==> src/rtl/div_pkg.sv <==
// Shared types and sizing for the sequential restoring divider.
package div_pkg;

  localparam int DW_DEF = 8;
  localparam int VW_DEF = 4;

  typedef enum logic [1:0] {
    IDLE = 2'd0,
    RUN  = 2'd1,
    DONE = 2'd2
  } state_e;

  function automatic int cnt_width(input int dw);
    return $clog2(dw + 1);
  endfunction

  localparam int CNT_W = cnt_width(DW_DEF);

endpackage

==> src/rtl/seq_divider_restoring_step.sv <==
// One restoring-division iteration: shift in the next dividend bit and
// conditionally subtract the divisor using a ripple of FullAdder cells.
module FullAdder (
  input  logic a,
  input  logic b,
  input  logic cin,
  output logic sum,
  output logic cout
);
  assign sum  = a ^ b ^ cin;
  assign cout = (a & b) | (cin & (a ^ b));
endmodule

module restoring_step #(
  parameter int VW = 4
) (
  input  logic [VW:0]   r_i,
  input  logic          q_msb_i,
  input  logic [VW-1:0] divisor_i,
  output logic [VW:0]   r_o,
  output logic          q_bit_o
);
  logic [VW:0]   t;
  logic [VW:0]   sub_b;
  logic [VW:0]   diff;
  logic [VW+1:0] carry;
  // R stays below the divisor between steps, so its top bit is always zero.
  logic          unused_r_msb;

  assign unused_r_msb = r_i[VW];
  assign t            = {r_i[VW-1:0], q_msb_i};
  assign sub_b        = ~{1'b0, divisor_i};
  assign carry[0]     = 1'b1;

  generate
    for (genvar gi = 0; gi <= VW; gi++) begin : g_fa
      FullAdder u_fa (
        .a   (t[gi]),
        .b   (sub_b[gi]),
        .cin (carry[gi]),
        .sum (diff[gi]),
        .cout(carry[gi+1])
      );
    end
  endgenerate

  // Carry-out of T + ~D + 1 is the T >= D decision.
  assign q_bit_o = carry[VW+1];
  assign r_o     = q_bit_o ? diff : t;
endmodule

==> src/rtl/seq_divider.sv <==
// Sequential radix-2 restoring divider: one quotient bit per clock,
// start/done handshake, registered results held until the next run completes.
module seq_divider
  import div_pkg::*;
#(
  parameter int DW = DW_DEF,
  parameter int VW = VW_DEF
) (
  input  logic          clk,
  input  logic          clear_n,
  input  logic          start,
  input  logic [DW-1:0] dividend,
  input  logic [VW-1:0] divisor,
  output logic          busy,
  output logic          done,
  output logic [DW-1:0] quotient,
  output logic [VW-1:0] remainder,
  output logic          div_by_zero
);
  localparam int            CW   = cnt_width(DW);
  localparam logic [CW-1:0] LAST = CW'(DW - 1);

  state_e        state_q, state_d;
  logic [CW-1:0] cnt_q;
  logic [VW:0]   r_q, r_d;
  logic [DW-1:0] q_q, q_d;
  logic [VW-1:0] dvs_q;
  logic [DW-1:0] quot_q;
  logic [VW-1:0] rem_q;
  logic          dbz_q;
  logic          q_bit;
  logic          accept;
  logic          div_zero;
  logic          last_iter;

  assign accept    = start && (state_q != RUN);
  assign div_zero  = (dvs_q == '0);
  assign last_iter = div_zero || (cnt_q == LAST);
  assign q_d       = {q_q[DW-2:0], q_bit};

  restoring_step #(.VW(VW)) u_step (
    .r_i      (r_q),
    .q_msb_i  (q_q[DW-1]),
    .divisor_i(dvs_q),
    .r_o      (r_d),
    .q_bit_o  (q_bit)
  );

  always_ff @(posedge clk or negedge clear_n) begin
    if (!clear_n) state_q <= IDLE;
    else          state_q <= state_d;
  end

  always_comb begin
    state_d = state_q;
    unique case (state_q)
      IDLE:    if (start) state_d = RUN;
      RUN:     if (last_iter) state_d = DONE;
      DONE:    state_d = start ? RUN : IDLE;
      default: state_d = IDLE;
    endcase
  end

  always_comb begin
    busy = (state_q == RUN);
    done = (state_q == DONE);
  end

  // On divide-by-zero Q still holds the untouched dividend, so its low bits
  // are the remainder to report.
  always_ff @(posedge clk or negedge clear_n) begin
    if (!clear_n) begin
      cnt_q  <= '0;
      r_q    <= '0;
      q_q    <= '0;
      dvs_q  <= '0;
      quot_q <= '0;
      rem_q  <= '0;
      dbz_q  <= 1'b0;
    end else if (accept) begin
      cnt_q <= '0;
      r_q   <= '0;
      q_q   <= dividend;
      dvs_q <= divisor;
      dbz_q <= 1'b0;
    end else if (state_q == RUN) begin
      if (div_zero) begin
        quot_q <= '1;
        rem_q  <= q_q[VW-1:0];
        dbz_q  <= 1'b1;
      end else begin
        r_q   <= r_d;
        q_q   <= q_d;
        cnt_q <= cnt_q + CW'(1);
        if (last_iter) begin
          quot_q <= q_d;
          rem_q  <= r_d[VW-1:0];
        end
      end
    end
  end

  assign quotient    = quot_q;
  assign remainder   = rem_q;
  assign div_by_zero = dbz_q;
endmodule
==> config.mk <==
export PLATFORM = sky130hd
export DESIGN_NAME = seq_divider
export DESIGN_NICKNAME = d
export VERILOG_FILES = /design/src/rtl/div_pkg.sv /design/src/rtl/seq_divider_restoring_step.sv /design/src/rtl/seq_divider.sv
export SDC_FILE = /design/constraint.sdc
export NUM_CORES = 1
export LEC_CHECK = 0
export CORE_UTILIZATION = 49
export CTS_BUF_LIST = sky130_fd_sc_hd__clkbuf_8
export CTS_CLUSTER_DIAMETER = 120
export DETAILED_ROUTE_END_ITERATION = 10
export PLACE_DENSITY = 0.78
export SYNTH_ARGS = -nofsm -noshare
export SYNTH_HDL_FRONTEND = slang
export SYNTH_HIERARCHICAL = 1
export SYNTH_SLANG_ARGS = --single-unit
==> constraint.sdc <==
create_clock -name clk -period 3.3 [get_ports clk]
set_input_delay 0.495 -clock clk [delete_from_list [all_inputs] [get_ports clk]]
set_output_delay 0.495 -clock clk [all_outputs]
set_load 0.01 [all_outputs]
==> results.py, run 1 <==
metrics = {
    "status": {
        "status": "complete, but fails checks",
        "violations": "setup timing",
    },
    "route": {
        "num_vias": 1303,
        "drtIter0Drc": 54,
        "dr.pass1.iters": 4,
        "drcViolationCount": 0,
        "wl_mm": 4.08,
        "ant_nets": 0,
        "via_per_inst": 5.82,
        "wl_per_cell_um": 18.2,
    },
    "clocking": {
        "clock_path_buffers": 2,
        "tritoncts": "done",
        "cts.sinks": 35,
        "h-tree-depth": 2,
        "hold_buffers": 0,
        "insertion_delay_ns": 0.29,
        "numCtsBuffers": 5,
        "clk_pin_slew_ns": 0.07,
        "cts-root-buf": "clkbuf_8",
    },
    "placed_design": {
        "gp_congestion": 0.976,
        "dp.cells": 214,
        "dp_worst_setup_slack_ns": -0.361,
        "hpwlAfterDp_mm": 2.72,
        "placed_area_mm2": 0.00211,
        "port_buffers": 29,
    },
    "critical_path": {
        "cp.required_ns": 3.47,
        "worstSetupStartpointType": "flip-flop",
        "endpoint_kind": "flip-flop",
        "worstSetupPathType": "reg2reg",
        "crit_fanout": 5,
        "cp.arrival_ns": 3.63,
    },
    "floorplan": {
        "rows": 21,
        "die_y_um": 62.0,
        "io_pins": 30,
        "die_area_mm2": 0.00384,
        "die_x_um": 62.0,
        "design.core.area_mm2": 0.00339,
        "start_util_pct": 52.0,
    },
    "global_route": {
        "gr-total-overflow": 0,
        "grtUsageTotal_pct": 24.4,
        "grt_max_degree": 36,
        "grt_first_pass_wirelength_mm": 6.40,
        "antenna_found_initial": 0,
        "grt_pass1_vias": 1284,
    },
    "timing": {
        "setup_slack_ns": -0.160,
        "finalCritPeriodShare_pct": 105,
        "finalMaxSlewViolations": 0,
        "worstMarginPinSlew_ns": 0.592,
        "slew_headroom_pct": 60.2,
        "finalHoldViolations": 0,
        "rsz0062_at_grt": "true",
        "clock_skew_ns": 0.00766,
        "min_period_ns": 3.46,
        "achievable-frequency_mhz": 289,
        "hold_slack_ns": 0.491,
        "setup_viol": 4,
        "setup-tns-final_ns": -0.415,
    },
    "cells_and_area": {
        "final_nets": 198,
        "utilization_pct": 66.8,
        "drive_gt1_share_pct": 23.0,
        "n_antenna_cell": 0,
        "area_growth_pct": 28.4,
        "layout.cells.non_filler": 224,
        "design_area_mm2": 0.00226,
    },
    "hold_path": {
        "hold_path.class": "reg2reg",
    },
    "synth": {
        "syn-instance-count": 139,
        "synth_area_mm2": 0.00176,
        "synth_warnings": 6,
        "syn_area_per_cell_um2": 12.7,
    },
    "job": {
        "drv_cap": 0,
    },
    "pwr": {
        "power_mw": 2.32,
        "power_leakage_nw": 0.985,
        "max-vdd-ir-drop_v": 0.000502,
        "powerDensity_mw_per_mm2": 1030,
    },
}
path summary, 6_finish.rpt:
check / start / to / slack [ns] / cells past startpoint
worst max-delay path: dvs_q[0]$_DFFE_PN0N_ / remainder[3]$_DFFE_PN0P_ / -0.16 / 10
worst min-delay path: quotient[0]$_DFFE_PN0P_ / quotient[0]$_DFFE_PN0P_ / 0.49 / 1
worst max register to register: dvs_q[0]$_DFFE_PN0N_ / remainder[3]$_DFFE_PN0P_ / -0.16 / 10
worst min register to register: quotient[0]$_DFFE_PN0P_ / quotient[0]$_DFFE_PN0P_ / 0.49 / 1
max in group asynchronous: clear_n / r_q[3]$_DFFE_PN0P_ / 2.34 / 2
min in group asynchronous: clear_n / quotient[6]$_DFFE_PN0P_ / 0.63 / 2
placed cells by master (no fill, tap or decap), types with 2 or more instances in the layout:
master           count
nor2_1               3
a221o_1              8
clkbuf_8             6
inv_1                5
and3_2               6
o21ai_0              3
a21boi_0             8
fa_2                 5
conb_1               2
dfrtp_1             35
mux2_2               7
mux2_4               2
a22o_1               4
mux2i_1              7
a2bb2oi_1            4
buf_4                9
or4bb_1              4
o22a_1               8
nand3_1              3
clkdlybuf4s50_1     29
o22ai_1              2
final cells by class:
type	instances	area [µm²]
fill	255	1130
sequential	35	876
multi-input combinational	90	828
timing repair buffer	38	358
clock buffer	6	82.6
tap	46	57.6
clock inverter	2	35.0
inverter	7	26.3
routing by layer:
layer,vias up,share of wire (%),track usage [%]
met2,40,47,37.8
met5,-,0,0
met3,7,5.1,7.04
met1,657,47,32.7
met4,0,1.2,8.57
li1,599,-,-
power by group:
part           internal [mW]  total, mW  switching, mW
Clock                  0.244      0.402          0.158
Sequential             0.620      0.779          0.159
Combinational          0.618       1.14          0.522
Total                   1.48       2.32          0.838
worst max-delay path, stage by stage, from the launching register on:
cell       delay [ns]
dfrtp_1          0.36
inv_2            0.05
fa_2             0.35
fa_2             0.35
fa_2             0.35
fa_2             0.34
fa_2             0.41
mux2_4           0.34
or4bb_1          0.50
mux2i_1          0.18
a2bb2oi_1        0.09
what timing repair did:
item / in CTS / in global routing
pin swaps: 4 / 2
setup buffers: 2 / 0
setup endpoints to repair: 4 / 4
hold endpoints to repair: 0 / 0
gates resized for setup: 7 / 0
registers in the layout, indices dropped and copies added (netlist names):
register,count
div_by_zero,1
quotient,8
remainder,4
q_q,8
cnt_q,4
r_q,4
dvs_q,4
state_q,2
No activity file was read; power rests on OpenSTA's default activity.
==> run 2, diff against run 1 <==
--- a/config.mk
+++ b/config.mk
@@ -5,7 +5,9 @@
 export SDC_FILE = /design/constraint.sdc
 export NUM_CORES = 1
 export LEC_CHECK = 0
-export CORE_UTILIZATION = 49
+export CELL_PAD_IN_SITES_DETAIL_PLACEMENT = 2
+export CELL_PAD_IN_SITES_GLOBAL_PLACEMENT = 2
+export CORE_UTILIZATION = 33
 export CTS_BUF_LIST = sky130_fd_sc_hd__clkbuf_8
 export CTS_CLUSTER_DIAMETER = 120
 export DETAILED_ROUTE_END_ITERATION = 10
==> run 2 against run 1 <==
The run still ends with setup timing left. Global-route usage decreased by 3.5 points. Clock power is 4% higher. Worst setup slack worse by 0.044 ns. Largest cell class unchanged. Highest routed layer unchanged. Maximum frequency fell by 1.3%. Count of clock-buffer cells in the layout is the same. Critical path depth is the same. Via count is 0.69% higher. Utilization down 22 points. Sequential power increased by 1%.
==> results.py, run 2 (synthesized netlist as in run 1, its figures left out) <==
metrics = {
    "timing": {
        "hold_slack_ns": 0.497,
        "min_period_ns": 3.50,
        "setup_slack_ns": -0.204,
        "rsz0062_at_grt": "true",
        "finalHoldViolations": 0,
        "slew_headroom_pct": 52.7,
        "clock_skew_ns": 0.0100,
        "achievable-frequency_mhz": 285,
        "finalMaxSlewViolations": 0,
        "worstMarginPinSlew_ns": 0.703,
        "finalCritPeriodShare_pct": 106,
        "setup_viol": 4,
    },
    "route": {
        "wl_per_cell_um": 20.7,
        "drtIter0Drc": 61,
        "wl_met3_um": 172,
        "ant_nets": 0,
        "met1_length_mm": 2.36,
        "top_layer_used": "met4",
        "via_per_inst": 5.31,
        "drcViolationCount": 0,
        "wl_mm": 5.10,
        "dr.pass1.iters": 4,
        "wl_met2_mm": 2.51,
        "num_vias": 1312,
    },
    "placed_design": {
        "gp_congestion": 0.802,
        "port_buffers": 29,
        "dp_worst_setup_slack_ns": -0.469,
        "hpwlAfterDp_mm": 3.44,
    },
    "hold_path": {
        "hold_end": "quotient[0]$_DFFE_PN0P_",
        "min-delay-start": "quotient[0]$_DFFE_PN0P_",
        "hold_path.class": "reg2reg",
        "holdPathStages": 1,
    },
    "critical_path": {
        "worstSetupStartpointType": "flip-flop",
        "cp.arrival_ns": 3.68,
        "reg2reg_depth": 10,
        "rr_startpoint": "dvs_q[0]$_DFFE_PN0N_",
        "rrSetupSlack_ns": -0.20,
        "cp.required_ns": 3.48,
        "endpoint_kind": "flip-flop",
        "r2r-end": "remainder[1]$_DFFE_PN0P_",
        "crit_fanout": 5,
        "worstSetupPathType": "reg2reg",
    },
    "clocking": {
        "cts-root-buf": "clkbuf_8",
        "cts.sinks": 35,
        "hold_buffers": 0,
        "clk_pin_slew_ns": 0.08,
        "post_cts_buffers": 0,
        "h-tree-depth": 2,
        "numCtsBuffers": 5,
        "clock_path_buffers": 2,
        "tritoncts": "done",
        "insertion_delay_ns": 0.30,
    },
    "floorplan": {
        "rows": 26,
        "start_util_pct": 34.3,
        "die_x_um": 75.1,
        "design.core.area_mm2": 0.00514,
        "die_y_um": 75.1,
        "die_area_mm2": 0.00564,
        "io_pins": 30,
    },
    "cells_and_area": {
        "final_common_cell": "dfrtp_1",
        "drive_gt1_share_pct": 22.6,
        "area_growth_pct": 29.7,
        "layout_common_cells": "35 x dfrtp_1, 29 x clkdlybuf4s50_1",
        "nFillCells": 569,
        "n_antenna_cell": 0,
        "final_nets": 197,
    },
    "global_route": {
        "grt_pass1_vias": 1451,
        "antenna_found_initial": 0,
        "grt_first_pass_wirelength_mm": 8.33,
        "grtUsageTotal_pct": 20.9,
        "gr-total-overflow": 0,
        "grt_max_degree": 36,
    },
    "pwr": {
        "power_leakage_nw": 0.977,
        "max-vdd-ir-drop_v": 0.000445,
        "powerDensity_mw_per_mm2": 1050,
    },
    "status": {
        "violations": "setup timing",
        "status": "complete, but fails checks",
    },
    "job": {
        "drv_cap": 0,
    },
}
run 2: changes by cell type in the layout (fill, tap and decap cells not counted), sizes merged:
cell and change:
inv +1, clkinv -1, buf -1
run 2: worst max-delay path by stage:
stage | startpoint | cells after the start | endpoint
6_report | dvs_q[0]$_DFFE_PN0N_ | 10 | remainder[1]$_DFFE_PN0P_
2_1_floorplan | dvs_q[0]$_DFFE_PN0N_ | 9 | remainder[3]$_DFFE_PN0P_
3_3_place_gp | q_q[7]$_DFFE_PN0P_ | 9 | remainder[0]$_DFFE_PN0P_
4_1_cts | dvs_q[0]$_DFFE_PN0N_ | 10 | remainder[1]$_DFFE_PN0P_
3_5_place_dp | q_q[7]$_DFFE_PN0P_ | 9 | remainder[1]$_DFFE_PN0P_
5_1_grt | dvs_q[0]$_DFFE_PN0N_ | 10 | remainder[1]$_DFFE_PN0P_
run 2: timing repair:
action                                  CTS  global route
gates resized for setup                   4             2
gates cloned                              0             0
endpoints found under the setup margin    4             4
hold endpoints to repair                  0             0
pin swaps                                 2             2
run 2: stage by stage:
stage                     power [mW]  util [%]  setup TNS (ns)  cells  instance area [µm²]
after floorplan                 1.47         -               0    140                 1770
after global placement          1.86      41.8           -1.12    239                 2150
after detailed placement        1.93      41.8           -1.74    239                 2150
after CTS                       2.40      44.4          -0.688    247                 2280
after global routing            2.56      44.5           -1.03    247                 2290
final                           2.39      44.5          -0.657    247                 2290
run 2: critical path: stages, from the launching register on:
cell and delay (ns):
dfrtp_1 0.37, inv_2 0.05, fa_2 0.38, fa_2 0.37, fa_2 0.36, fa_2 0.36, fa_2 0.41, mux2_2 0.32
or4bb_1 0.51, mux2i_1 0.19, a2bb2oi_1 0.09
run 2: area by class of cell:
cell class / count / area [µm²] / area share [%]
repair buffers: 37 / 350 / 15.3
clock buffers: 6 / 82.6 / 3.61
multi-input cells: 90 / 825 / 36.1
flip-flops and latches: 35 / 876 / 38.3
well taps: 70 / 87.6 / 3.83
inverters: 7 / 26.3 / 1.15
clock inverters: 2 / 38.8 / 1.70
run 2: metal layers:
metal | vias up | global-route usage [%]
met5 | - | 0
met4 | 0 | 5.66
met3 | 6 | 4.28
met2 | 25 | 34.4
met1 | 686 | 28.0
li1 | 595 | -
run 2: where the power goes:
group	switching, mW	total, mW	internal, mW
registers	0.168	0.788	0.620
logic	0.575	1.18	0.610
clock network	0.169	0.417	0.249
total	0.912	2.39	1.48
